$ cat src/rtl/audio_pwm_out.sv
// rtl/audio_pwm_out.sv - stereo sample FIFO, rate divider and first-order sigma-delta 1-bit outputs
module audio_pwm_out #(
  parameter int DEPTH     = 8,
  parameter int W_DIV     = 12,
  parameter int WATERMARK = 2
) (
  input  logic                     clk,
  input  logic                     rst,
  input  logic                     enable,
  input  logic [W_DIV-1:0]         rate_div,
  input  logic [31:0]              sample_wdata,
  input  logic                     sample_wvld,
  output logic                     sample_wrdy,
  output logic [$clog2(DEPTH):0]   fifo_level,
  output logic                     fifo_low,
  output logic                     underrun,
  input  logic                     underrun_clr,
  output logic                     audio_l,
  output logic                     audio_r
);

  localparam int AW = $clog2(DEPTH);
  localparam logic [AW:0] WM = WATERMARK[AW:0];

  logic [31:0]      mem [DEPTH];
  logic [AW:0]      wptr;
  logic [AW:0]      rptr;
  logic             full;
  logic             empty;
  logic             push;
  logic             pop;
  logic             tick;
  logic [W_DIV-1:0] cnt;
  logic [31:0]      cur_sample;
  logic [15:0]      acc_l;
  logic [15:0]      acc_r;
  logic [16:0]      sum_l;
  logic [16:0]      sum_r;

  // Extra wrap bit distinguishes full from empty when the indices match.
  assign empty       = (wptr == rptr);
  assign full        = (wptr[AW] != rptr[AW]) && (wptr[AW-1:0] == rptr[AW-1:0]);
  assign sample_wrdy = !full;
  assign fifo_level  = wptr - rptr;
  assign fifo_low    = (fifo_level <= WM);

  assign push = sample_wvld && !full;
  assign tick = enable && (cnt == rate_div);
  assign pop  = tick && !empty;

  always_ff @(posedge clk) begin
    if (push) mem[wptr[AW-1:0]] <= sample_wdata;
  end

  always_ff @(posedge clk or posedge rst) begin
    if (rst) begin
      wptr <= '0;
      rptr <= '0;
    end else begin
      if (push) wptr <= wptr + 1'b1;
      if (pop)  rptr <= rptr + 1'b1;
    end
  end

  // Equality-only wrap: a rate_div lowered below cnt lets cnt run to all-ones first.
  always_ff @(posedge clk or posedge rst) begin
    if (rst)                  cnt <= '0;
    else if (!enable || tick) cnt <= '0;
    else                      cnt <= cnt + 1'b1;
  end

  always_ff @(posedge clk or posedge rst) begin
    if (rst)          cur_sample <= '0;
    else if (!enable) cur_sample <= '0;
    else if (pop)     cur_sample <= mem[rptr[AW-1:0]];
  end

  always_ff @(posedge clk or posedge rst) begin
    if (rst)                 underrun <= 1'b0;
    else if (tick && empty)  underrun <= 1'b1;
    else if (underrun_clr)   underrun <= 1'b0;
  end

  // Offset-binary input: the carry-out duty equals u/65536.
  assign sum_l = {1'b0, acc_l} + {1'b0, cur_sample[31:16] ^ 16'h8000};
  assign sum_r = {1'b0, acc_r} + {1'b0, cur_sample[15:0]  ^ 16'h8000};

  always_ff @(posedge clk or posedge rst) begin
    if (rst) begin
      acc_l   <= '0;
      acc_r   <= '0;
      audio_l <= 1'b0;
      audio_r <= 1'b0;
    end else if (!enable) begin
      acc_l   <= '0;
      acc_r   <= '0;
      audio_l <= 1'b0;
      audio_r <= 1'b0;
    end else begin
      acc_l   <= sum_l[15:0];
      acc_r   <= sum_r[15:0];
      audio_l <= sum_l[16];
      audio_r <= sum_r[16];
    end
  end

endmodule
$ cat config.mk
export PLATFORM = sky130hd
export DESIGN_NAME = audio_pwm_out
export DESIGN_NICKNAME = d
export VERILOG_FILES = /design/src/rtl/audio_pwm_out.sv
export SDC_FILE = /design/constraint.sdc
export NUM_CORES = 1
export LEC_CHECK = 0
export ABC_AREA = 1
export CORE_UTILIZATION = 30
export CTS_CLUSTER_DIAMETER = 150
export CTS_CLUSTER_SIZE = 40
export DETAILED_ROUTE_END_ITERATION = 10
export DONT_BUFFER_PORTS = 1
export HOLD_SLACK_MARGIN = 0.05
export PLACE_DENSITY = 0.41
export SYNTH_ARGS = -nofsm -noshare
export SYNTH_HDL_FRONTEND = slang
export SYNTH_SLANG_ARGS = --single-unit
export TNS_END_PERCENT = 100
$ cat constraint.sdc
create_clock -name clk -period 4.9 [get_ports clk]
set_input_delay 0.735 -clock clk [delete_from_list [all_inputs] [get_ports clk]]
set_output_delay 0.735 -clock clk [all_outputs]
set_load 0.005 [all_outputs]
# After elaboration in Yosys (flattened, before gate mapping)
# Memories as Yosys holds them, arrays and structs flattened.
# Index checks and enable logic that the tools add are counted.
[op_classes]
add_sub_neg = 6
order_cmp = 1
n_eq_ne = 5
mux = 11
bitwise = 2
n_reduce_logical = 10
[ops]
columns = ["operator", "count"]
rows = [
  ["$mux W32", 2],
  ["$add A16 B16 Y17", 2],
  ["$mux W16", 2],
  ["$add A12 B1 Y12 const B", 1],
  ["$eq A12 B12 Y1", 1],
  ["$mux W12", 1],
  ["$add A4 B1 Y4 const B", 2],
  ["$mux W1", 6],
  ["$logic_and A1 B1 Y1", 5],
  ["$eq A4 B4 Y1", 1],
  ["$le A4 B2 Y1 const B", 1],
  ["$sub A4 B4 Y4", 1],
  ["$eq A3 B3 Y1", 1],
  ["$logic_not A1 Y1", 3],
  ["$ne A2 B1 Y1 const B", 1],
  ["$not A1 Y1", 2],
  ["$reduce_bool A2 Y1", 1],
  ["$logic_or A1 B1 Y1", 1],
  ["$ne A1 B1 Y1", 1],
]
[totals]
reg_bits = 87
ram_bits = 256
inputBits = 49
out_inout_bits = 9
n_memories = 1
[mem_list]
columns = ["memory", "words", "word_bits", "read_ports", "rd_clocked_by_memory_dff", "write_ports", "line_no", "source"]
rows = [
  ["mem", 8, 32, 1, 0, 1, "25", "logic [31:0] mem [DEPTH];"],
]

# Longest topological paths before layout
# Gate-level depths: netlist of the first run.
[depth]
depth_word = 6
depth_mapped = 13
mapped_depth_nobuf = 11

# Least setup slack after synthesis of the first run
# OpenSTA, ideal clock, no wires.
[synth_path]
path_type = "reg-to-reg"
from = "register rptr[1]"
to = "memory mem[7][0] (enable)"
arrival_time_ns = 3.142
slack_ns = 1.334
path_stages_with_launch = 12
path_buffers = 2
path_cell_list = "dfrtp_1 > inv_1 > buf_2 > buf_1 > ha_1 > nand2_1 > nor2_1 > nand2_1 > nand2_1 > inv_1 > nand2_1 > nor2_1"
[synth_between]
elab_chain_len = 6
[synth_rtl]
columns = ["item", "line_no", "source"]
rows = [
  ["from (decl)", "27", "logic [AW:0] rptr;"],
  ["from (signal assigned)", "61", "if (pop) rptr <= rptr + 1'b1;"],
  ["$eq A3 B3 Y1", "42", "assign full = (wptr[AW] != rptr[AW]) && (wptr[AW-1:0] == rptr[AW-1:0]);"],
  ["$logic_and A1 B1 Y1", "42", ""],
  ["$logic_not A1 Y1", "-", ""],
  ["via sample_wrdy", "13", "output logic sample_wrdy,"],
  ["$logic_and A1 B1 Y1", "47", "assign push = sample_wvld && !full;"],
  ["$mux W1", "52", "if (push) mem[wptr[AW-1:0]] <= sample_wdata;"],
  ["$mux W1 (implied by the code)", "52", ""],
  ["to (decl)", "25", ""],
]
# The timed path passes the listed nets, and every way through them passes these cells.

# Final worst setup path of the first run
[layout_path]
from = "register rptr[1]"
to = "output fifo_low"
[layout_between]
elab_chain_len = 2
[layout_rtl]
columns = ["item", "line_no", "source"]
rows = [
  ["$sub A4 B4 Y4", "44", "assign fifo_level = wptr - rptr;"],
  ["via fifo_level[1]", "14", "output logic [$clog2(DEPTH):0] fifo_level,"],
  ["$le A4 B2 Y1", "45", "assign fifo_low = (fifo_level <= WM);"],
  ["to (decl)", "15", "output logic fifo_low,"],
]
# The timed path passes the listed nets, and every way through them passes these cells.

==> results of run 1 <==
critical path, stage by stage (launching register included):
cell and delay (ns):
dfrtp_2 0.44, inv_2 0.07, buf_4 0.67, fa_1 0.62
a211oi_1 0.30
power by group through the flow:
stage	Combinational [mW]	Clock, mW	Sequential (mW)
global route	0.786	1.57	3.58
CTS	0.716	1.49	3.55
detailed placement	0.713	0	3.62
finish	0.689	1.42	3.55
floorplan	0.438	0	3.61
global placement	0.713	0	3.62
cell families (layout without fill, tap and decap cells):
| logic type | Yosys count | after routing |
|---|---|---|
| buffers and inverters | 149 | 114 |
| adder cells (fa/ha/maj) | 41 | 41 |
| flip-flops | 343 | 343 |
| AND/OR/NAND/NOR | 777 | 777 |
| XOR/XNOR | 21 | 21 |
| AO/OA/AOI/OAI | 209 | 209 |
flip-flops by register name, indices dropped and copies added (netlist names):
register and cells:
wptr 4, cur_sample 32, audio_l 1, rptr 4, mem 256, acc_r 16, cnt 12, underrun 1
audio_r 1, acc_l 16
layout by cell type (no fill, tap or decap), drive strengths merged:
cell type  count
nand2        346
nor2         304
edfxtp       256
o21ai        148
dfrtp         87
inv           75
nand3         71
a21oi         56
ha            38
nand4         36
buf           18
clkbuf        18
xnor2         13
nor3          10
xor2           8
and2           4
nand3b         3
fa             3
clkinv         3
nor4           2
o21bai         2
a211oi         1
o31ai          1
nand2b         1
o21a           1
layout make-up:
cell class	instances	area (um2)	area share, %
well taps	672	840.8	5.078
flip-flops and latches	343	9869	59.60
multi-input cells	1048	5047	30.48
clock buffers	18	344.1	2.078
inverters	76	289.0	1.746
repair buffers	18	135.1	0.8161
clock inverters	2	32.53	0.1965
layer usage:
| layer | vias up | wire (um) | part of all wire [%] | track usage (%) |
|---|---|---|---|---|
| met2 | 83 | 17850 | 46 | 24.44 |
| met3 | 16 | 919 | 2.4 | 1.619 |
| met5 | - | 0 | 0 | 0 |
| li1 | 5088 | - | - | - |
| met1 | 4954 | 19500 | 50 | 21.68 |
| met4 | 0 | 397 | 1.0 | 2.250 |
metrics by stage:
stage	setup slack [ns]	std cells	total power, mW	cell area (um2)	hold WS [ns]
CTS	1.409	2177	5.757	16560	0.06423
global route	1.322	2177	5.933	16560	0.08662
floorplan	1.334	1540	4.047	15460	0.4543
finish	1.517	2177	5.658	16560	0.07226
detailed placement	1.827	2157	4.331	16180	0.4917
global placement	1.841	2157	4.328	16180	0.4710
worst min path at each step:
stage | endpoint | cells after the start
4_1_cts | wptr[1] | 1
6_report | cur_sample[19] | 1
3_5_place_dp | cnt[0] | 1
3_3_place_gp | cnt[0] | 1
2_1_floorplan | cnt[0] | 1
5_1_grt | cur_sample[19] | 1
==> flow_metrics.tcl, run 1 <==
set metrics [dict create \
    outcome "finished, final reports clean" \
    design.core.area_um2 50480 \
    holdBufCountCts 0 \
    timing.final.crit_share_pct 69.05 \
    htreeDepth 1 \
    maxSlewViolCount 0 \
    root_buffer "clkbuf_16" \
    finalSetupViolCount 0 \
    synth-seq-cells 343 \
    post_cts_buffers 0 \
    synth_edf_count 256 \
    die_y_um 229.0 \
    finalCriticalPeriod_ns 3.384 \
    cp.required_ns 4.16 \
    synth-compound-area-share_pct 6.846 \
    dr.pass1.iters 4 \
    cts_tree "built" \
    antenna_found_initial 0 \
    internal_power_mw 4.148 \
    syn-instance-count 1540 \
    num_antenna_cells 0 \
    max_slew_margin_pct 22.56 \
    synth.yosys.seq_area_share_pct 63.80 \
    cts_sinks 343 \
    gr-total-overflow 0 \
    tns_ns 0 \
    tightestPinTransition_ns 1.162 \
    die_area_um2 52450 \
    ff2ff_setup_slack_ns 1.86 \
    final_util_pct 32.80 \
    ios 58 \
    vias 10141 \
    grt_pass1_vias 10215 \
    synth_top_family_by_area "simple AND/OR/NAND/NOR gates" \
    drive_gt1_share_pct 3.854 \
    switching_share_pct 26.69 \
    die_x_um 229.0 \
    initial_core_util_pct 30.63 \
    core.rowCount 82 \
    routedWlPerCell_um 17.76 \
    p_comb_share_pct 12.2 \
    r2r_start "rptr[0]" \
    power.switching_mw 1.510 \
    clockBufferDepth 3 \
    crit_fanout 65 \
    gp_congestion 0.8241 \
    cellLeakagePower_nw 6.541 \
    wl_mm 38.67 \
    ys_top_cells_by_count "nand2_1 (346), nor2_1 (303), edfxtp_1 (256), o21ai_0 (147), dfrtp_1 (87)" \
    crit_arrival_ns 2.65 \
    fmax_mhz 295.6 \
    clkTransAtPathRegs_ns 0.15 \
    drt_iter0_markers 736 \
    synthAdderAreaFrac_pct 3.463 \
    fill_cells 5228 \
    finalClockSkew_ns 0.04099 \
    reg2regPathDepth 9 \
    drv_cap 0 \
    rsz0062_at_grt "false" \
    grt_max_degree 111 \
    worstReg2RegEnd "mem[7][22]" \
    yosys.area.top_type "edfxtp_1" \
    synth_xor_area_share_pct 1.190 \
    hold_class "input port to async pin" \
    synthesis.nets 1630 \
    grt_pass1_wl_mm 61.80 \
    crit_end "fifo_low" \
    area_growth_pct 7.089 \
    synth_top_area_share_pct 49.72 \
    ys_types 32 \
    ir_drop_v 0.0002111 \
    numCtsBuffers 12 \
    synth_area_leaders "edfxtp_1 (50%), dfrtp_1 (14%), nand2_1 (8.4%)" \
    drc 0 \
    path_class "flop to output pin" \
    crit_start "rptr[1]" \
    end_kind "output pin" \
    hold_violations 0 \
    synthMuxAreaShare_pct 0 \
    port_buffers 0 \
    p_clk_share_pct 25.1 \
    start_kind "flop" \
    dp_hpwl_mm 23.71 \
    final_nets 1589 \
    synth.avg_cell_area_um2 10.04 \
    netlist_area_um2 15460 \
    clock_latency_ns 0.55 \
    yosysWarnings 0 \
    p_per_area_nw_per_um2 341.7 \
    via_per_inst 4.658 \
    grt.total_usage_pct 14.95 \
    yosys.area_share.simple_pct 20.76 \
    synth_ff_type "edfxtp_1" \
    postRouteAntennaNets 0 \
    cts_resized 0 \
    synth.most_common_cell "nand2_1" \
    pwr-share-seq_pct 62.7 \
    synth_async_sr_flop_share_pct 25.36 \
]
No activity file was read; power rests on OpenSTA's default activity.
==> run 2, diff against run 1 <==
Clock period 4.9 ns to 3.3 ns, I/O delays scaled along.
==> flow_metrics.tcl, run 2 (synthesis results as in run 1) <==
set metrics [dict create \
    root_buffer "clkbuf_16" \
    gp_congestion 0.7940 \
    final-seq-area_um2 9869 \
    core.rowCount 82 \
    crit_chain "inv_1, ha_1, inv_1, fa_1, xor2_1, a211oi_1" \
    port_buffers 0 \
    dp_hpwl_mm 24.58 \
    drt_iter0_markers 855 \
    layout_common_cells "nand2_1 (346), nor2_1 (295), edfxtp_1 (256)" \
    min-delay-start "underrun_clr" \
    placement.cell_area_um2 16320 \
    power.switching_mw 2.447 \
    numCtsBuffers 13 \
    power_mw 8.767 \
    tightestPinTransition_ns 0.9234 \
    ios 58 \
    maxSlewViolCount 0 \
    p_per_area_nw_per_um2 511.3 \
    htreeDepth 1 \
    post_cts_buffers 0 \
    die_y_um 229.0 \
    hold_slack_ns 0.07000 \
    fmax_mhz 361.2 \
    timing.final.crit_share_pct 83.90 \
    max_slew_margin_pct 38.02 \
    p_comb_share_pct 14.0 \
    hold_class "input port to flop" \
    final_cells 2235 \
    rsz0062_at_grt "false" \
    worstReg2RegEnd "mem[6][5]" \
    die_x_um 229.0 \
    clkTransAtPathRegs_ns 0.14 \
    vias 10384 \
    hold_path_depth 1 \
    clockBufferDepth 3 \
    clock_latency_ns 0.55 \
    initial_core_util_pct 30.63 \
    via_per_inst 4.646 \
    hold_path_end "underrun" \
    grt_pass1_wl_mm 63.62 \
    fill_cells 5195 \
    tns_ns 0 \
    ir_drop_v 0.0003313 \
    crit_arrival_ns 2.27 \
    final_nets 1642 \
    design.core.area_um2 50480 \
    slowest_stage "dfrtp_1" \
    cellLeakagePower_nw 6.809 \
    crit_path_frequent_cell "inv_1" \
    drc 0 \
    grt_pass1_vias 10072 \
    crit_fanout 4 \
    finalClockSkew_ns 0.04265 \
    dr.pass1.iters 5 \
    end_kind "output pin" \
    reg2regPathDepth 10 \
    path_class "flop to output pin" \
    internal_power_mw 6.321 \
    drive_gt1_share_pct 4.811 \
    cp.required_ns 2.80 \
    cts_tree "built" \
    cts_resized 0 \
    hold_violations 0 \
    postLayoutCellArea_um2 17150 \
    antenna_found_initial 3 \
    final_common_cell "nand2_1" \
    pwr-share-seq_pct 60.0 \
    postRouteAntennaNets 0 \
    ff2ff_setup_slack_ns 0.71 \
    place_ws_ns 0.7143 \
    largest_reg_flops 256 \
    p_clk_share_pct 26.0 \
    grt_max_degree 133 \
    gr-total-overflow 0 \
    dp.cells 2171 \
    holdBufCountCts 37 \
    r2r_start "wptr[0]" \
    routedWlPerCell_um 18.36 \
    max_stage_delay_ns 0.44 \
    fin_ws_ns 0.5314 \
    switching_share_pct 27.91 \
    final_util_pct 33.97 \
    die_area_um2 52450 \
    area_growth_pct 10.90 \
    start_kind "flop" \
    grt.total_usage_pct 15.74 \
    finalSetupViolCount 0 \
    multi_input_area_um2 5047 \
    wl_mm 41.03 \
    crit_start "wptr[0]" \
    outcome "finished, final reports clean" \
    drv_cap 0 \
    cts_sinks 343 \
    finalCriticalPeriod_ns 2.769 \
]
run 2: changes by cell type in the layout (fill, tap and decap cells not counted), moves of 2 or more:
cell,previous run,this run
buf_4,18,29
inv_6,0,2
buf_12,0,3
dlygate4sd3_1,0,38
diode_2,0,4
clkinv_8,2,0
run 2: power groups by stage:
stage	sequential (mW)	clock, mW	combinational (mW)
after floorplan	5.36	0	0.652
after global placement	5.36	0	1.18
after detailed placement	5.37	0	1.18
after CTS	5.27	2.37	1.27
after global routing	5.31	2.50	1.37
final	5.26	2.28	1.23
run 2: metal layers:
layer  global-route usage [%]  vias to the layer above  share of wire (%)
li1                         -                     5208                  -
met2                    26.01                      109                 47
met4                    2.292                        0               0.96
met5                        0                        -                  0
met3                    1.531                       25                2.9
met1                    22.75                     5042                 49
run 2: critical path: cells and delay by family, from the launching register on:
kind                       cells  cell delay [ns]
DFF                            1             0.44
adders and majority gates      2             0.56
buffers and inverters          2             0.17
AOI/OAI and AO/OA              1             0.36
xor gates and xnor gates       1             0.23
run 2: how the worst max path moves through the flow:
stage | slack, ns | endpoint | cells past startpoint
after floorplan | -0.23 | mem[0][0] | 11
after global placement | 0.71 | mem[6][27] | 10
after detailed placement | 0.71 | mem[6][27] | 9
after CTS | 0.50 | fifo_low | 6
after global routing | 0.46 | fifo_low | 6
final | 0.53 | fifo_low | 6
run 2: layout make-up:
cell class                      count  area share, %
Antenna cell                        4        0.05837
Clock inverter                      4         0.3940
Multi-Input combinational cell   1048          29.43
Sequential cell                   343          57.56
Timing Repair Buffer               70          3.838
Inverter                           76          1.686
Clock buffer                       18          2.131
Tap cell                          672          4.903
